$ cat src/rtl/midi_note_decoder.sv
// midi_note_decoder: monophonic last-note-priority MIDI channel-voice decoder with running status.
module midi_note_decoder #(
    parameter int MIDI_CHANNEL = 0,
    parameter int OMNI         = 0
) (
    input  logic       clk,
    input  logic       rst,
    input  logic [7:0] rx_data,
    input  logic       rx_valid,
    output logic       new_note_pulse,
    output logic       release_note_pulse,
    output logic [6:0] note,
    output logic [6:0] velocity,
    output logic       note_active
);
    typedef enum logic [1:0] {IDLE, WAIT_D1, WAIT_D2} state_t;

    state_t     r_state;
    logic       r_rs_valid;
    logic [3:0] r_type;
    logic [3:0] r_chan;
    logic [6:0] r_d1;

    logic w_status, w_syscom, w_take_d1, w_take_d2, w_one_byte, w_ch_ok, w_on, w_off, w_ano;

    always_comb begin
        w_status   = rx_data[7] && (rx_data[7:4] != 4'hF);
        w_syscom   = rx_data[7:3] == 5'b11110;
        w_take_d1  = !rx_data[7] && (r_state == WAIT_D1 || (r_state == IDLE && r_rs_valid));
        w_take_d2  = !rx_data[7] && (r_state == WAIT_D2);
        w_one_byte = (r_type == 4'hC) || (r_type == 4'hD);
        w_ch_ok    = (OMNI != 0) || (r_chan == MIDI_CHANNEL[3:0]);
        w_on       = (r_type == 4'h9) && (rx_data[6:0] != 7'd0);
        // Velocity-0 note-on lands here only because w_on is checked first.
        w_off      = ((r_type == 4'h8) || (r_type == 4'h9)) && note_active && (r_d1 == note);
        w_ano      = (r_type == 4'hB) && (r_d1 == 7'd123) && note_active;
    end

    always_ff @(posedge clk or negedge rst) begin
        if (!rst) begin
            r_state            <= IDLE;
            r_rs_valid         <= 1'b0;
            r_type             <= 4'h0;
            r_chan             <= 4'h0;
            r_d1               <= 7'd0;
            new_note_pulse     <= 1'b0;
            release_note_pulse <= 1'b0;
            note               <= 7'd0;
            velocity           <= 7'd0;
            note_active        <= 1'b0;
        end else begin
            new_note_pulse     <= 1'b0;
            release_note_pulse <= 1'b0;
            if (rx_valid) begin
                if (w_status) begin
                    r_type     <= rx_data[7:4];
                    r_chan     <= rx_data[3:0];
                    r_rs_valid <= 1'b1;
                    r_state    <= WAIT_D1;
                end else if (w_syscom) begin
                    r_rs_valid <= 1'b0;
                    r_state    <= IDLE;
                end else if (w_take_d1) begin
                    r_d1    <= rx_data[6:0];
                    r_state <= w_one_byte ? WAIT_D1 : WAIT_D2;
                end else if (w_take_d2) begin
                    r_state <= WAIT_D1;
                    if (w_ch_ok) begin
                        if (w_on) begin
                            note           <= r_d1;
                            velocity       <= rx_data[6:0];
                            note_active    <= 1'b1;
                            new_note_pulse <= 1'b1;
                        end else if (w_off || w_ano) begin
                            note_active        <= 1'b0;
                            release_note_pulse <= 1'b1;
                        end
                    end
                end
            end
        end
    end
endmodule

$ cat config.mk
export PLATFORM = sky130hd
export DESIGN_NAME = midi_note_decoder
export DESIGN_NICKNAME = d
export VERILOG_FILES = /design/src/rtl/midi_note_decoder.sv
export SDC_FILE = /design/constraint.sdc
export NUM_CORES = 1
export LEC_CHECK = 0
export CAP_MARGIN = 20
export CORE_UTILIZATION = 30
export CTS_CLUSTER_SIZE = 40
export DETAILED_ROUTE_END_ITERATION = 8
export SLEW_MARGIN = 20
export SYNTH_ARGS = -nofsm -noshare
export SYNTH_HDL_FRONTEND = slang
export SYNTH_SLANG_ARGS = --single-unit
$ cat constraint.sdc
create_clock -name clk -period 3.3 [get_ports clk]
set_input_delay 0.66 -clock clk [delete_from_list [all_inputs] [get_ports clk]]
set_output_delay 0.66 -clock clk [all_outputs]
set_load 0.03 [all_outputs]
# After elaboration in Yosys (flattened, before gate mapping)
# Index checks and enable logic that the tools add are counted.
totals:
  ram_bits: 0
  word_cells: 74
  in_bits: 11
  ff_bits: 35
  latch_bits: 0
  rom_bits: 0
  mem_count: 0
classes:
  order_cmp: 0
  reduce_logical: 26
  eq_ne: 11
  bitwise_logic: 3
  shift: 0
  div_mod_pow: 0
  n_addsub: 0
  n_mux: 24
  multipliers: 0
op_table:
  columns: ["operator", "n"]
  rows:
  - ["4-bit == test (second input constant)", 5]
  - ["1-bit 2-to-1 mux", 19]
  - ["7-bit AND reduction", 2]
  - ["2-bit 2-to-1 mux", 5]
  - ["1-bit logical AND", 9]
  - ["7-bit == test", 1]
  - ["7-bit == test (second input constant)", 1]
  - ["7-bit nonzero test", 1]
  - ["2-bit AND reduction", 3]
  - ["5-bit == test (second input constant)", 1]
  - ["4-bit logical NOT", 1]
  - ["1-bit logical OR", 4]
  - ["4-bit inequality test (second input constant)", 1]
  - ["4-bit AND reduction", 1]
  - ["2-bit nonzero test", 2]
  - ["4-bit nonzero test", 1]
  - ["1-bit NOT", 3]
  - ["2-bit by 1-bit == test with 1-bit output (second input constant)", 1]
  - ["2-bit == test (second input constant)", 1]
  - ["2-bit logical NOT", 1]
  - ["1-bit logical NOT", 1]

# Longest topological paths before layout
depth:
  word_depth: 13
  depth_mapped: 6

# Least setup slack after synthesis
# Ideal clock, no wire load.
synth_timing:
  path_type: "input port to flip-flop"
  from: "input rx_data[5]"
  to: "register note[0]"
  required_time_ns: 3.175
  stages: 6
  arrival_ns: 1.753
  slack_ns: 1.422
  setup_time_ns: 0.125
  path_cell_list: "nor4_1 -> a211oi_1 -> and4_1 -> buf_6 -> buf_12 -> mux2_4"
synth_via:
  elab_chain_cells: 4
  word_cells_on_any_way: 8
  cone_classes: "eq/ne: 2; bitwise: 2; reduce/logical: 4"
synth_lines:
  columns: ["item", "line", "text"]
  rows:
  - ["from (decl)", "8", "input logic [7:0] rx_data,"]
  - ["4-bit inequality test", "27", "w_status = rx_data[7] && (rx_data[7:4] != 4'hF);"]
  - ["1-bit logical AND", "27", null]
  - ["1-bit NOT (no source line)", null, null]
  - ["7-bit AND reduction (no source line) (*)", null, null]
  - ["to (signal assigned)", "70", "note <= r_d1;"]
  - ["to (decl)", "12", "output logic [6:0] note,"]
# Every way passes the cells marked *; elsewhere a longest branch is shown, timed or not.
# A chain may end at the register's enable or synchronous reset.

# Worst setup path after layout
layout_timing:
  from: "input rx_data[3]"
  to: "register note[5]"
layout_via:
  elab_chain_cells: 3
  word_cells_on_any_way: 5
  cone_classes: "eq/ne: 1; bitwise: 1; reduce/logical: 3"
layout_lines:
  columns: ["item", "line"]
  rows:
  - ["5-bit == test or 7-bit nonzero test (tied branches)", "28, 33"]
  - ["1-bit NOT (no source line) or 1-bit logical AND (tied branches)", null]
  - ["7-bit AND reduction (no source line) (*)", null]
# Marked as above.

==> insert_results.sql <==
INSERT INTO impl_metrics (metric_group, metric, value, unit) VALUES
('status', 'status', 'finished clean', ''),
('hold_path', 'hold_path.class', 'reg -> reg', ''),
('detailed_routing', 'drc', '0', ''),
('synthesis', 'synth.net_count', '123', ''),
('detailed_routing', 'wl', '3330', 'um'),
('synthesis', 'synth-edff-count', '0', ''),
('finish', 'postLayoutCellArea', '1990', 'um2'),
('sta', 'worst_slew_pin_slew', '762', 'ps'),
('sta', 'timing.final.crit_share', '72.7', '%'),
('clock_tree', 'cts.htree.levels', '2', ''),
('critical_path', 'worst-setup-path-type', 'in -> reg', ''),
('detailed_routing', 'avgRoutedWirePerCell', '15.6', 'um'),
('synthesis', 'synth_warnings', '0', ''),
('clock_tree', 'insertion_delay', '290', 'ps'),
('critical_path', 'cp_num_buf_inv', '2', ''),
('die', 'boundaryPins', '28', ''),
('synthesis', 'synth.cells.most_frequent', '35 x sky130_fd_sc_hd__dfrtp_1, 21 x sky130_fd_sc_hd__mux2_2, 8 x sky130_fd_sc_hd__mux2_4, 7 x sky130_fd_sc_hd__xor2_1, 5 x sky130_fd_sc_hd__nand2_1', ''),
('grt', 'grt_pass1_wl', '5580', 'um'),
('pwr', 'vdd.ir_drop.worst', '227', 'uV'),
('die', 'fp-row-count', '25', ''),
('synthesis', 'yosysTopAreaCell', 'sky130_fd_sc_hd__dfrtp_1', ''),
('die', 'initial_utilization', '32.2', '%'),
('synthesis', 'syn_inst', '112', ''),
('pwr', 'cellPowerDensity', '539', 'nW/um2'),
('synthesis', 'synth_compound_area_share', '3.85', '%'),
('critical_path', 'critical_path_arrival', '2570', 'ps'),
('synthesis', 'post_synthesis_average_cell_area', '13.9', 'um2'),
('synthesis', 'synthTopCellsByArea', 'sky130_fd_sc_hd__dfrtp_1 56%, sky130_fd_sc_hd__mux2_2 15%, sky130_fd_sc_hd__mux2_4 7.7%', ''),
('grt', 'grt_max_degree', '36', ''),
('placed_design', 'dp_hpwl', '2330', 'um'),
('detailed_routing', 'detail_route.vias_per_cell', '4.83', ''),
('finish', 'multiInputGateArea', '646', 'um2'),
('critical_path', 'crit_path_max_incr_delay', '640', 'ps'),
('detailed_routing', 'num_vias', '1028', ''),
('sta', 'final_clock_skew', '7.70', 'ps'),
('grt', 'globalRoute.totalOverflow', '0', ''),
('synthesis', 'synth.yosys.seq_area_share', '56.1', '%'),
('die', 'chipHeight', '74.1', 'um'),
('sta', 'max-slew-margin-rel', '49.1', '%'),
('finish', 'design.final.nets', '156', ''),
('clock_tree', 'clkTransAtPathRegs', '70', 'ps'),
('clock_tree', 'root_buffer', 'sky130_fd_sc_hd__clkbuf_8', ''),
('detailed_routing', 'drt-initial-drc-count', '67', ''),
('pwr', 'p_leak', '0.854', 'nW'),
('sta', 'timing.final.max_slew_violations', '0', ''),
('critical_path', 'timing.critical_path.cells', 'clkdlybuf4s50_1 > nor3_1 > a211oi_1 > and4_1 > buf_4 > mux2_2', ''),
('clock_tree', 'cts_setup_buffers', '0', ''),
('synthesis', 'post_synth_fa_ha_maj_area_fraction', '0', '%'),
('synthesis', 'synth-xor-area-share', '3.93', '%'),
('grt', 'antenna_found_initial', '0', ''),
('sta', 'timing.final.hold_violations', '0', ''),
('clock_tree', 'clock-sinks', '35', ''),
('synthesis', 'synth_top_family_by_area', 'multiplexers', ''),
('detailed_routing', 'drt_first_pass_iters', '4', ''),
('detailed_routing', 'drt.antenna.violating_nets', '0', ''),
('pwr', 'p_total', '1.07', 'mW'),
('critical_path', 'reg2reg_setup_slack', '1460', 'ps'),
('critical_path', 'crit_slowest_cell', 'sky130_fd_sc_hd__clkdlybuf4s50_1', ''),
('sta', 'period_minus_slack', '2400', 'ps'),
('synthesis', 'netlist-cell-type-count', '30', ''),
('critical_path', 'endpoint_kind', 'flip-flop', ''),
('synthesis', 'netlist_area_before_placement', '1560', 'um2'),
('finish', 'layout-drive-gt1-share', '26.7', '%'),
('placed_design', 'io_buffers', '27', ''),
('synthesis', 'synth-seq-cells', '35', ''),
('sta', 'rsz0062_at_grt', 'no', ''),
('grt', 'grt_pass1_vias', '1067', ''),
('sta', 'tns', '0', 'ps'),
('finish', 'sequential_cell_area', '876', 'um2'),
('clock_tree', 'cts_tree', 'built', ''),
('critical_path', 'crit_required', '3470', 'ps');
==> stage by stage <==
stage	cells	util, %	hold slack (ps)	setup slack (ps)
floorplan	112	-	364	1420
global placement	205	39.1	492	644
detailed placement	205	39.1	498	603
CTS	213	41.1	514	911
global route	213	41.1	534	783
finish	213	41.1	508	901
==> cell usage in the layout (no fill, tap or decap), drive strengths merged <==
cell | synthesis | routed
a211o | 1 | 1
a211oi | 1 | 1
a31oi | 1 | 1
and2 | 1 | 1
and3b | 1 | 1
and4 | 1 | 1
buf | 2 | 2
clkbuf | 1 | 8
clkdlybuf4s50 | 0 | 27
dfrtp | 35 | 35
inv | 1 | 1
mux2 | 29 | 29
nand2 | 5 | 5
nand2b | 4 | 4
nand3 | 3 | 3
nand4b | 1 | 1
nor2 | 2 | 2
nor2b | 1 | 1
nor3 | 3 | 3
nor3b | 1 | 1
nor4 | 4 | 4
nor4b | 1 | 1
o21a | 1 | 1
o21ai | 1 | 1
o2bb2ai | 1 | 1
o31ai | 1 | 1
o41ai | 1 | 1
or2 | 1 | 1
xor2 | 7 | 7
==> path summary, 6_finish.rpt <==
path,endpoint,cells past startpoint,from
worst max-delay path,note[5]$_DFFE_PN0P_,6,rx_data[3]
worst min-delay path,r_chan[1]$_DFFE_PN0P_,1,r_chan[1]$_DFFE_PN0P_
worst max register to register,note[5]$_DFFE_PN0P_,5,r_type[1]$_DFFE_PN0P_
worst min register to register,r_chan[1]$_DFFE_PN0P_,1,r_chan[1]$_DFFE_PN0P_
max in group asynchronous,new_note_pulse$_DFF_PN0_,2,rst
min in group asynchronous,r_chan[3]$_DFFE_PN0P_,2,rst
==> final cells by class <==
cell class | instances | area share (%)
clock buffer | 8 | 5.02
sequential | 35 | 43.9
inverter | 1 | 0.188
multi-input combinational | 73 | 32.4
tap | 67 | 4.20
timing repair buffer | 29 | 14.3
==> worst reg2reg max path, cell delays in order, from the launching register on <==
cell and delay, ps:
sky130_fd_sc_hd__dfrtp_1 400, sky130_fd_sc_hd__nand2b_1 170, sky130_fd_sc_hd__a211oi_1 290, sky130_fd_sc_hd__and4_1 230, sky130_fd_sc_hd__buf_4 260, sky130_fd_sc_hd__mux2_2 370
==> cell families after synthesis <==
| logic type | after synthesis |
|---|---|
| buf+inv | 4 |
| xor+xnor | 7 |
| flops | 35 |
| compound gates | 8 |
| mux | 29 |
| simple gates | 29 |
==> state kept, by name, summed over array words and instances (netlist names) <==
register	flops
r_type	4
velocity	7
release_note_pulse	1
r_state	2
note_active	1
r_d1	7
r_rs_valid	1
note	7
new_note_pulse	1
r_chan	4
==> layer usage <==
| layer | up-vias | wire [um] | track usage [%] |
|---|---|---|---|
| met4 | 0 | 82 | 6.84 |
| met1 | 507 | 1550 | 18.5 |
| met2 | 41 | 1500 | 20.9 |
| met3 | 10 | 195 | 4.88 |
| met5 | - | 0 | 0 |
| li1 | 470 | - | - |
==> power by group <==
part           leakage, nW  switching [mW]  internal, mW
clock network       0.0515           0.150         0.190
logic                0.363          0.0789         0.101
registers            0.439          0.0631         0.492
total                0.854           0.292         0.783
Note: power is estimated with default switching activity, not from simulation.
